`config.mk`:
```
export PLATFORM = sky130hd
export DESIGN_NAME = mem_req_arbiter_flat
export DESIGN_NICKNAME = d
export VERILOG_FILES = /design/src/rtl/cache_pkg.sv /design/src/rtl/mem_req_arbiter_if.sv /design/src/rtl/rr_arb2.sv /design/src/rtl/mem_req_arbiter.sv /design/src/flat_wrapper.sv
export SDC_FILE = /design/constraint.sdc
export NUM_CORES = 1
export LEC_CHECK = 0
export CAP_MARGIN = 20
export CORE_AREA = 2 2 345 347
export CTS_BUF_LIST = sky130_fd_sc_hd__clkbuf_4 sky130_fd_sc_hd__clkbuf_8
export DETAILED_ROUTE_END_ITERATION = 7
export DIE_AREA = 0 0 347 349
export GPL_TIMING_DRIVEN = 0
export PLACE_DENSITY = 0.56
export SYNTH_ARGS = -nofsm -noshare
export SYNTH_HDL_FRONTEND = slang
export SYNTH_SLANG_ARGS = --single-unit
```
`constraint.sdc`:
```
create_clock -name clk -period 8.1 [get_ports clk]
set_clock_uncertainty 0.1 [all_clocks]
set_input_delay 1.215 -clock clk [delete_from_list [all_inputs] [get_ports clk]]
set_output_delay 1.215 -clock clk [all_outputs]
set_load 0.1 [all_outputs]
```
`src/rtl/cache_pkg.sv`:
```
// Shared constants and encodings for the cache-to-memory request arbiter.
// Holds width defaults, FSM state encoding and read/write encoding.
package cache_pkg;

    localparam int DEF_ADDR_W = 32;
    localparam int DEF_LINE_W = 128;

    localparam logic RW_READ  = 1'b0;
    localparam logic RW_WRITE = 1'b1;

    typedef enum logic [1:0] {
        ST_IDLE  = 2'd0,
        ST_ISSUE = 2'd1,
        ST_WAIT  = 2'd2
    } arb_state_e;

endpackage

```
`src/rtl/mem_req_arbiter_if.sv`:
```
// Bundle of both cache request ports and the memory port of the arbiter.
// The slave modport is the arbiter; the master modport is the caches plus memory.
interface mem_req_arbiter_if
    import cache_pkg::*;
#(
    parameter int ADDR_W = DEF_ADDR_W,
    parameter int LINE_W = DEF_LINE_W
);
    logic [ADDR_W-1:0] req0_addr,  req1_addr;
    logic [LINE_W-1:0] req0_wdata, req1_wdata;
    logic              req0_rw,    req1_rw;
    logic              req0_valid, req1_valid;
    logic [LINE_W-1:0] req0_rdata, req1_rdata;
    logic              req0_ready, req1_ready;

    logic [ADDR_W-1:0] mem_addr;
    logic [LINE_W-1:0] mem_wdata;
    logic              mem_rw;
    logic              mem_valid;
    logic [LINE_W-1:0] mem_rdata;
    logic              mem_ready;

    modport slave (
        input  req0_addr, req0_wdata, req0_rw, req0_valid,
        input  req1_addr, req1_wdata, req1_rw, req1_valid,
        output req0_rdata, req0_ready, req1_rdata, req1_ready,
        output mem_addr, mem_wdata, mem_rw, mem_valid,
        input  mem_rdata, mem_ready
    );

    modport master (
        output req0_addr, req0_wdata, req0_rw, req0_valid,
        output req1_addr, req1_wdata, req1_rw, req1_valid,
        input  req0_rdata, req0_ready, req1_rdata, req1_ready,
        input  mem_addr, mem_wdata, mem_rw, mem_valid,
        output mem_rdata, mem_ready
    );

endinterface

```
`src/rtl/rr_arb2.sv`:
```
// Two-way round-robin grant: with both ports pending, the port not granted last wins.
module rr_arb2 (
    input  logic [1:0] pend,
    input  logic       last_grant,
    output logic       grant,
    output logic       grant_valid
);

    // NOTE: every output gets a default before any branch, so no latch is inferred.
    always_comb begin
        grant       = 1'b0;
        grant_valid = |pend;
        if (&pend)
            grant = ~last_grant;
        else
            grant = pend[1];
    end

endmodule

```
`src/rtl/mem_req_arbiter.sv`:
```
// Captures pulsed requests from I-cache (port 0) and D-cache (port 1) and
// serialises them round-robin onto a single line-wide memory port.
module mem_req_arbiter
    import cache_pkg::*;
#(
    parameter int ADDR_W  = DEF_ADDR_W,
    parameter int LINE_W  = DEF_LINE_W,
    parameter int TIMEOUT = 256
) (
    input  logic              clk,
    input  logic              rst_n,
    mem_req_arbiter_if.slave  bus,
    output logic              timeout_err,
    output logic              proto_err
);

    localparam int              TW    = $clog2(TIMEOUT);
    localparam logic [TW-1:0]   TLAST = TW'(TIMEOUT - 1);

    logic [1:0]        req_valid;
    logic [ADDR_W-1:0] req_addr  [2];
    logic [LINE_W-1:0] req_wdata [2];
    logic [1:0]        req_rw;

    logic [ADDR_W-1:0] slot_addr  [2];
    logic [LINE_W-1:0] slot_wdata [2];
    logic [1:0]        slot_rw;

    arb_state_e        state;
    logic [1:0]        pend;
    logic [1:0]        ready_q;
    logic [LINE_W-1:0] rdata_q [2];
    logic              last_grant;
    logic [TW-1:0]     timer;
    logic [ADDR_W-1:0] mem_addr_q;
    logic [LINE_W-1:0] mem_wdata_q;
    logic              mem_rw_q;
    logic              mem_valid_q;
    logic              grant;
    logic              grant_valid;

    assign req_valid    = {bus.req1_valid, bus.req0_valid};
    assign req_rw       = {bus.req1_rw, bus.req0_rw};
    assign req_addr[0]  = bus.req0_addr;
    assign req_addr[1]  = bus.req1_addr;
    assign req_wdata[0] = bus.req0_wdata;
    assign req_wdata[1] = bus.req1_wdata;

    assign bus.req0_rdata = rdata_q[0];
    assign bus.req1_rdata = rdata_q[1];
    assign bus.req0_ready = ready_q[0];
    assign bus.req1_ready = ready_q[1];
    assign bus.mem_addr   = mem_addr_q;
    assign bus.mem_wdata  = mem_wdata_q;
    assign bus.mem_rw     = mem_rw_q;
    assign bus.mem_valid  = mem_valid_q;

    rr_arb2 u_rr_arb2 (
        .pend        (pend),
        .last_grant  (last_grant),
        .grant       (grant),
        .grant_valid (grant_valid)
    );

    // NOTE: request slots carry no reset; they are only read while their pend bit is set.
    always_ff @(posedge clk) begin
        for (int p = 0; p < 2; p++) begin
            if (req_valid[p] && !pend[p]) begin
                slot_addr[p]  <= req_addr[p];
                slot_wdata[p] <= req_wdata[p];
                slot_rw[p]    <= req_rw[p];
            end
        end
    end

    // NOTE: state is updated with non-blocking assignments so every branch sees pre-edge values.
    always_ff @(posedge clk or negedge rst_n) begin
        if (!rst_n) begin
            state       <= ST_IDLE;
            pend        <= 2'b00;
            ready_q     <= 2'b11;
            rdata_q[0]  <= '0;
            rdata_q[1]  <= '0;
            last_grant  <= 1'b1;
            timer       <= '0;
            mem_addr_q  <= '0;
            mem_wdata_q <= '0;
            mem_rw_q    <= 1'b0;
            mem_valid_q <= 1'b0;
            timeout_err <= 1'b0;
            proto_err   <= 1'b0;
        end else begin
            proto_err   <= |(req_valid & pend);
            timeout_err <= 1'b0;

            for (int p = 0; p < 2; p++) begin
                if (req_valid[p] && !pend[p]) begin
                    pend[p]    <= 1'b1;
                    ready_q[p] <= 1'b0;
                end
            end

            case (state)
                ST_IDLE: begin
                    if (grant_valid) begin
                        mem_addr_q  <= slot_addr[grant];
                        mem_wdata_q <= slot_wdata[grant];
                        mem_rw_q    <= slot_rw[grant];
                        mem_valid_q <= 1'b1;
                        last_grant  <= grant;
                        state       <= ST_ISSUE;
                    end
                end
                ST_ISSUE: begin
                    mem_valid_q <= 1'b0;
                    timer       <= '0;
                    state       <= ST_WAIT;
                end
                ST_WAIT: begin
                    // last_grant names the port owning the transaction in flight
                    if (!mem_valid_q && bus.mem_ready) begin
                        if (mem_rw_q == RW_READ)
                            rdata_q[last_grant] <= bus.mem_rdata;
                        pend[last_grant]    <= 1'b0;
                        ready_q[last_grant] <= 1'b1;
                        timer               <= '0;
                        state               <= ST_IDLE;
                    end else if (timer == TLAST) begin
                        if (mem_rw_q == RW_READ)
                            rdata_q[last_grant] <= '0;
                        pend[last_grant]    <= 1'b0;
                        ready_q[last_grant] <= 1'b1;
                        timeout_err         <= 1'b1;
                        timer               <= '0;
                        state               <= ST_IDLE;
                    end else begin
                        timer <= timer + 1'b1;
                    end
                end
                default: state <= ST_IDLE;
            endcase
        end
    end

endmodule
```
`src/flat_wrapper.sv`:
```
// flat-port wrapper written by rule: the top's interface ports become plain ports
module mem_req_arbiter_flat import cache_pkg::*;
#(
    parameter int ADDR_W  = DEF_ADDR_W,
    parameter int LINE_W  = DEF_LINE_W,
    parameter int TIMEOUT = 256
)
  (clk, rst_n, timeout_err, proto_err, bus_req0_addr, bus_req0_wdata, bus_req0_rw, bus_req0_valid, bus_req1_addr, bus_req1_wdata, bus_req1_rw, bus_req1_valid, bus_req0_rdata, bus_req0_ready, bus_req1_rdata, bus_req1_ready, bus_mem_addr, bus_mem_wdata, bus_mem_rw, bus_mem_valid, bus_mem_rdata, bus_mem_ready);
  mem_req_arbiter_if #(.ADDR_W(ADDR_W), .LINE_W(LINE_W)) bus_i ();
  input  logic clk;
  input  logic rst_n;
  output logic timeout_err;
  output logic proto_err;
  input wire logic [$bits(bus_i.req0_addr)-1:0] bus_req0_addr;
  input wire logic [$bits(bus_i.req0_wdata)-1:0] bus_req0_wdata;
  input wire logic [$bits(bus_i.req0_rw)-1:0] bus_req0_rw;
  input wire logic [$bits(bus_i.req0_valid)-1:0] bus_req0_valid;
  input wire logic [$bits(bus_i.req1_addr)-1:0] bus_req1_addr;
  input wire logic [$bits(bus_i.req1_wdata)-1:0] bus_req1_wdata;
  input wire logic [$bits(bus_i.req1_rw)-1:0] bus_req1_rw;
  input wire logic [$bits(bus_i.req1_valid)-1:0] bus_req1_valid;
  output wire logic [$bits(bus_i.req0_rdata)-1:0] bus_req0_rdata;
  output wire logic [$bits(bus_i.req0_ready)-1:0] bus_req0_ready;
  output wire logic [$bits(bus_i.req1_rdata)-1:0] bus_req1_rdata;
  output wire logic [$bits(bus_i.req1_ready)-1:0] bus_req1_ready;
  output wire logic [$bits(bus_i.mem_addr)-1:0] bus_mem_addr;
  output wire logic [$bits(bus_i.mem_wdata)-1:0] bus_mem_wdata;
  output wire logic [$bits(bus_i.mem_rw)-1:0] bus_mem_rw;
  output wire logic [$bits(bus_i.mem_valid)-1:0] bus_mem_valid;
  input wire logic [$bits(bus_i.mem_rdata)-1:0] bus_mem_rdata;
  input wire logic [$bits(bus_i.mem_ready)-1:0] bus_mem_ready;
  assign bus_i.req0_addr = bus_req0_addr;
  assign bus_i.req0_wdata = bus_req0_wdata;
  assign bus_i.req0_rw = bus_req0_rw;
  assign bus_i.req0_valid = bus_req0_valid;
  assign bus_i.req1_addr = bus_req1_addr;
  assign bus_i.req1_wdata = bus_req1_wdata;
  assign bus_i.req1_rw = bus_req1_rw;
  assign bus_i.req1_valid = bus_req1_valid;
  assign bus_req0_rdata = bus_i.req0_rdata;
  assign bus_req0_ready = bus_i.req0_ready;
  assign bus_req1_rdata = bus_i.req1_rdata;
  assign bus_req1_ready = bus_i.req1_ready;
  assign bus_mem_addr = bus_i.mem_addr;
  assign bus_mem_wdata = bus_i.mem_wdata;
  assign bus_mem_rw = bus_i.mem_rw;
  assign bus_mem_valid = bus_i.mem_valid;
  assign bus_i.mem_rdata = bus_mem_rdata;
  assign bus_i.mem_ready = bus_mem_ready;
  mem_req_arbiter #(.ADDR_W(ADDR_W), .LINE_W(LINE_W), .TIMEOUT(TIMEOUT)) u_core (.clk(clk), .rst_n(rst_n), .bus(bus_i), .timeout_err(timeout_err), .proto_err(proto_err));
endmodule
```
==> summary.md <==
| Metric | Value |
|---|---|
| Clock tree from TritonCTS | built |
| Post-DP HPWL | 82100 um |
| Top cells by area in the synthesized netlist | sky130_fd_sc_hd__dfrtp_1 (35%), sky130_fd_sc_hd__edfxtp_1 (31%), sky130_fd_sc_hd__mux2i_1 (14%) |
| Slew headroom | 22.7% |
| Detail-routed via count per cell | 4.30 |
| Critical path buffers and inverters | 1 |
| Number of buffers inserted by post-CTS setup repair | 0 |
| Total DRC errors in the routed layout | 0 |
| Number of distinct standard cells referenced by the synthesized netlist | 41 |
| Max H-tree Level | 4 |
| Number of violations of the max-capacitance limit | 0 |
| Biggest area consumer among synthesized cells | sky130_fd_sc_hd__dfrtp_1 |
| Share of synthesized registers carrying an async set or reset | 57.5% |
| Net switching fraction of the power | 47.9% |
| Insertion delay to the later sink of the worst-skew pair | between 800 and 900 ps |
| Mapped Cells | 2348 |
| TritonCTS Buffers | approximately 140 |
| Min Clock Period, post-route | 3880 ps |
| Fmax | 0.258 GHz |
| Detailed-route wire length per cell | 21.9 um |
| Number of routed nets with antenna violations | 0 |
| Core area | 117000 um2 |
| Nature of the critical path endpoint | primary output |
| Layer with the highest usage | met2 |
| Critical Path Max Stage Delay | 1200 ps |
| Number of nets in the synthesized netlist | between 2000 and 3000 |
| Met1 Usage GRT | 20.3% |
| Lkg Pwr | 19.3 nW |
| Final-report setup violation count | 0 |
| RSZ-0062 raised after global routing | no |
| GRT met3 Usage | 7.50% |
| Routed Wire Length | 111000 um |
| Commonest cells post-synth | sky130_fd_sc_hd__dfrtp_1 (432), sky130_fd_sc_hd__mux2i_1 (418), sky130_fd_sc_hd__edfxtp_1 (322) |
| Power density normalized to cell area | 387 nW/um2 |
| Row cnt | approximately 130 |
| Clock root buffer | sky130_fd_sc_hd__clkbuf_8 |
| Maximum buffer depth of the clock tree | 3 |
| Count of endpoints failing hold in the final timing report | 0 |
| Synthesized area | 30900 um2 |
| Primary FF master, synth | sky130_fd_sc_hd__dfrtp_1 |
| Antenna violations before repair | 39 |
| Number of detailed-route iterations in the first pass | 5 |
| Number of synthesized flops with an enable pin | around 320 |
| Area enclosed by the die boundary | 121000 um2 |
| Total design power | 17.5 mW |
| Setup WS post-layout | about 4200 ps |
| Via count of the first global-routing pass | 22700 |
| Top delay family on crit path | buffers and inverters |
| Reg-to-reg slack, setup | 5460 ps |
| Required time reported for the critical path endpoint | 6780 ps |
| Post-route clock period utilization | 47.9% |
| Via total after detailed routing | between 20000 and 25000 |
| Crit path arrival time | between 2000 and 3000 ps |
| Yosys warning total | 0 |
| Startpoint of the most critical register-to-register path | u_core.pend[1] |
| Share of cells above drive strength 1 | 10.5% |
| Hold slack final | 225 ps |
| Tightest Pin Transition | between 1000 and 1500 ps |
| Critical path launch point type | flip-flop |
| Count of non-filler cells in the finished layout | 5063 |
| Resized Gates After CTS | 0 |
| Fill cell count | between 10000 and 15000 |
| Setup slack at placement | 3750 ps |
| Combinational power share | 48.2% |
| Die outline height | 349 um |
| Result of the run | completed |
| Number of hold buffers added after CTS | 0 |
| Worst flop-to-flop path endpoint | u_core.slot_addr[1][11] |
| Mean area per synthesized cell | 13.2 um2 |
| Int Pwr | between 9 and 10 mW |
| Starting density of the core | 26.3% |
| Classification of the worst setup path | reg -> out |
| Total overflow reported by the global router | 0 |
| Number of clock sinks | 757 |
| Leading cell type by number of instances after synthesis | sky130_fd_sc_hd__dfrtp_1 |
| Die width | 347 um |
| Clock share of power | 22.9% |
| Psw | roughly 8.4 mW |
| Global-route wire length before repair | 158000 um |
| Slowest CP cell | sky130_fd_sc_hd__clkdlybuf4s50_1 |
| Class of the worst hold path | in -> async |
| Series of cell instances along the critical path | clkdlybuf4s50_1 |
| Drt first-iter violations | between 1000 and 1500 |
| Placed cell count | between 4000 and 5000 |
| Worst ir drop on vdd | around 0.27 mV |
| Count of boundary I/O pins | 877 |
| M2 GR Usage | 30.0% |
| Share of the synthesized area in the top cell type | 35.0% |
| Clk pin slew, worst setup/hold paths | 60 ps |
| Number of slew-limit violations in the final report | 0 |
| Seq/Total Area, Yosys | 66.6% |
| Routability cong. | 0.815 |
| Maximum number of pins on one net before global-route repair | around 100 |
| Largest fanout on the critical path | 2 |
| Number of buffers added on ports | 876 |
| All-Layer GR Usage | 17.9% |
| Layout overhead on the synthesized area | 46.3% |
| Register bit total from synthesis | approximately 760 |
| Cell depth of the worst flop-to-flop path | 6 |
| Total Nets Final | 3849 |
| Share of total power in sequential cells | 28.9% |
==> sequential cells by signal, indices dropped and copies added, names as in the netlist <==
signal                 cells
u_core.state               2
u_core.proto_err           1
u_core.bus.mem_rw          1
u_core.last_grant          1
u_core.bus.mem_valid       1
u_core.slot_addr          64
u_core.ready_q             2
u_core.bus.mem_wdata     128
u_core.bus.req1_rdata    128
u_core.timeout_err         1
u_core.timer               8
u_core.slot_rw             2
u_core.pend                2
u_core.bus.req0_rdata    128
u_core.bus.mem_addr       32
u_core.slot_wdata        256
==> per-layer routing <==
metal	vias to the layer above	share of wire, %
met5	-	0.12
met4	22	2.5
li1	10300	-
met2	799	49
met3	184	9.4
met1	10400	39
==> stage by stage <==
stage / cell area (um2) / TNS, ps / util (%)
finish: 45200 / 0 / 38.5
global route: 45100 / 0 / 38.4
CTS: 45100 / 0 / 38.4
global placement: 41600 / -7598140 / 35.4
floorplan: 30900 / 0 / -
detailed placement: 42100 / 0 / 35.8
==> layout make-up <==
class / instances / area (um2) / share of cell area [%]
flip-flops and latches: 757 / 20600 / 45.5
repair buffers: 898 / 9250 / 20.5
multi-input cells: 1186 / 8470 / 18.8
clock buffers: 206 / 2570 / 5.70
well taps: 1536 / 1920 / 4.26
inverters: 262 / 983 / 2.18
plain buffers: 143 / 878 / 1.94
clock inverters: 55 / 473 / 1.05
diodes: 20 / 50.0 / 0.111
==> power groups by stage <==
stage          Clock (mW)  Sequential, mW  Combinational (mW)
6_report             4.01            5.06                8.43
5_1_grt              4.32            5.13                8.84
4_1_cts              4.14            5.06                8.52
3_5_place_dp            0            5.11                8.52
3_3_place_gp            0            5.15                8.45
2_1_floorplan           0            8.81                2.24
==> layout by cell type, fill, tap and decap left out, types with 3 or more instances in the layout <==
cell	synthesis	final
sky130_fd_sc_hd__clkbuf_4	0	42
sky130_fd_sc_hd__clkbuf_8	0	164
sky130_fd_sc_hd__clkdlybuf4s50_1	0	875
sky130_fd_sc_hd__bufinv_16	0	4
sky130_fd_sc_hd__clkinv_2	0	19
sky130_fd_sc_hd__clkinv_1	0	18
sky130_fd_sc_hd__inv_12	0	6
sky130_fd_sc_hd__or3_1	3	3
sky130_fd_sc_hd__inv_1	262	262
sky130_fd_sc_hd__a21oi_1	3	3
sky130_fd_sc_hd__edfxtp_1	322	322
sky130_fd_sc_hd__dfrtp_1	432	432
sky130_fd_sc_hd__nand3_1	3	3
sky130_fd_sc_hd__o21ai_1	175	175
sky130_fd_sc_hd__inv_6	0	3
sky130_fd_sc_hd__a22oi_1	3	3
sky130_fd_sc_hd__nand2_1	165	165
sky130_fd_sc_hd__ha_1	4	4
sky130_fd_sc_hd__mux2i_1	418	418
sky130_fd_sc_hd__buf_2	38	38
sky130_fd_sc_hd__and3b_1	129	129
sky130_fd_sc_hd__o21ai_0	246	246
sky130_fd_sc_hd__clkbuf_1	50	50
sky130_fd_sc_hd__dfstp_2	3	3
sky130_fd_sc_hd__buf_16	0	5
sky130_fd_sc_hd__nand4_1	3	3
sky130_fd_sc_hd__buf_8	9	10
sky130_fd_sc_hd__diode_2	0	20
sky130_fd_sc_hd__buf_12	1	18
sky130_fd_sc_hd__a31oi_1	4	4
sky130_fd_sc_hd__buf_4	43	43
==> cells by family after synthesis <==
kind of cell | after synthesis | synth area share (%)
buffers and inverters | 405 | 6.03
adder cells (fa/ha/maj) | 4 | 0.162
AND/OR/NAND/NOR | 316 | 6.13
flip-flops | 757 | 66.6
XOR/XNOR | 2 | 0.0567
multiplexers | 418 | 13.5
AO/OA/AOI/OAI | 446 | 7.49
==> worst max path at each step <==
stage                      startpoint                         to  cells past startpoint
detailed placement      bus_mem_ready  u_core.bus.req0_rdata[32]                      6
global route        u_core.ready_q[0]             bus_req0_ready                      1
floorplan              bus_req1_valid     u_core.slot_addr[1][0]                      1
CTS                 u_core.ready_q[0]             bus_req0_ready                      1
finish              u_core.ready_q[1]             bus_req1_ready                      1
global placement                rst_n  u_core.bus.mem_wdata[100]                      1
(Power assumes the default switching activity.)
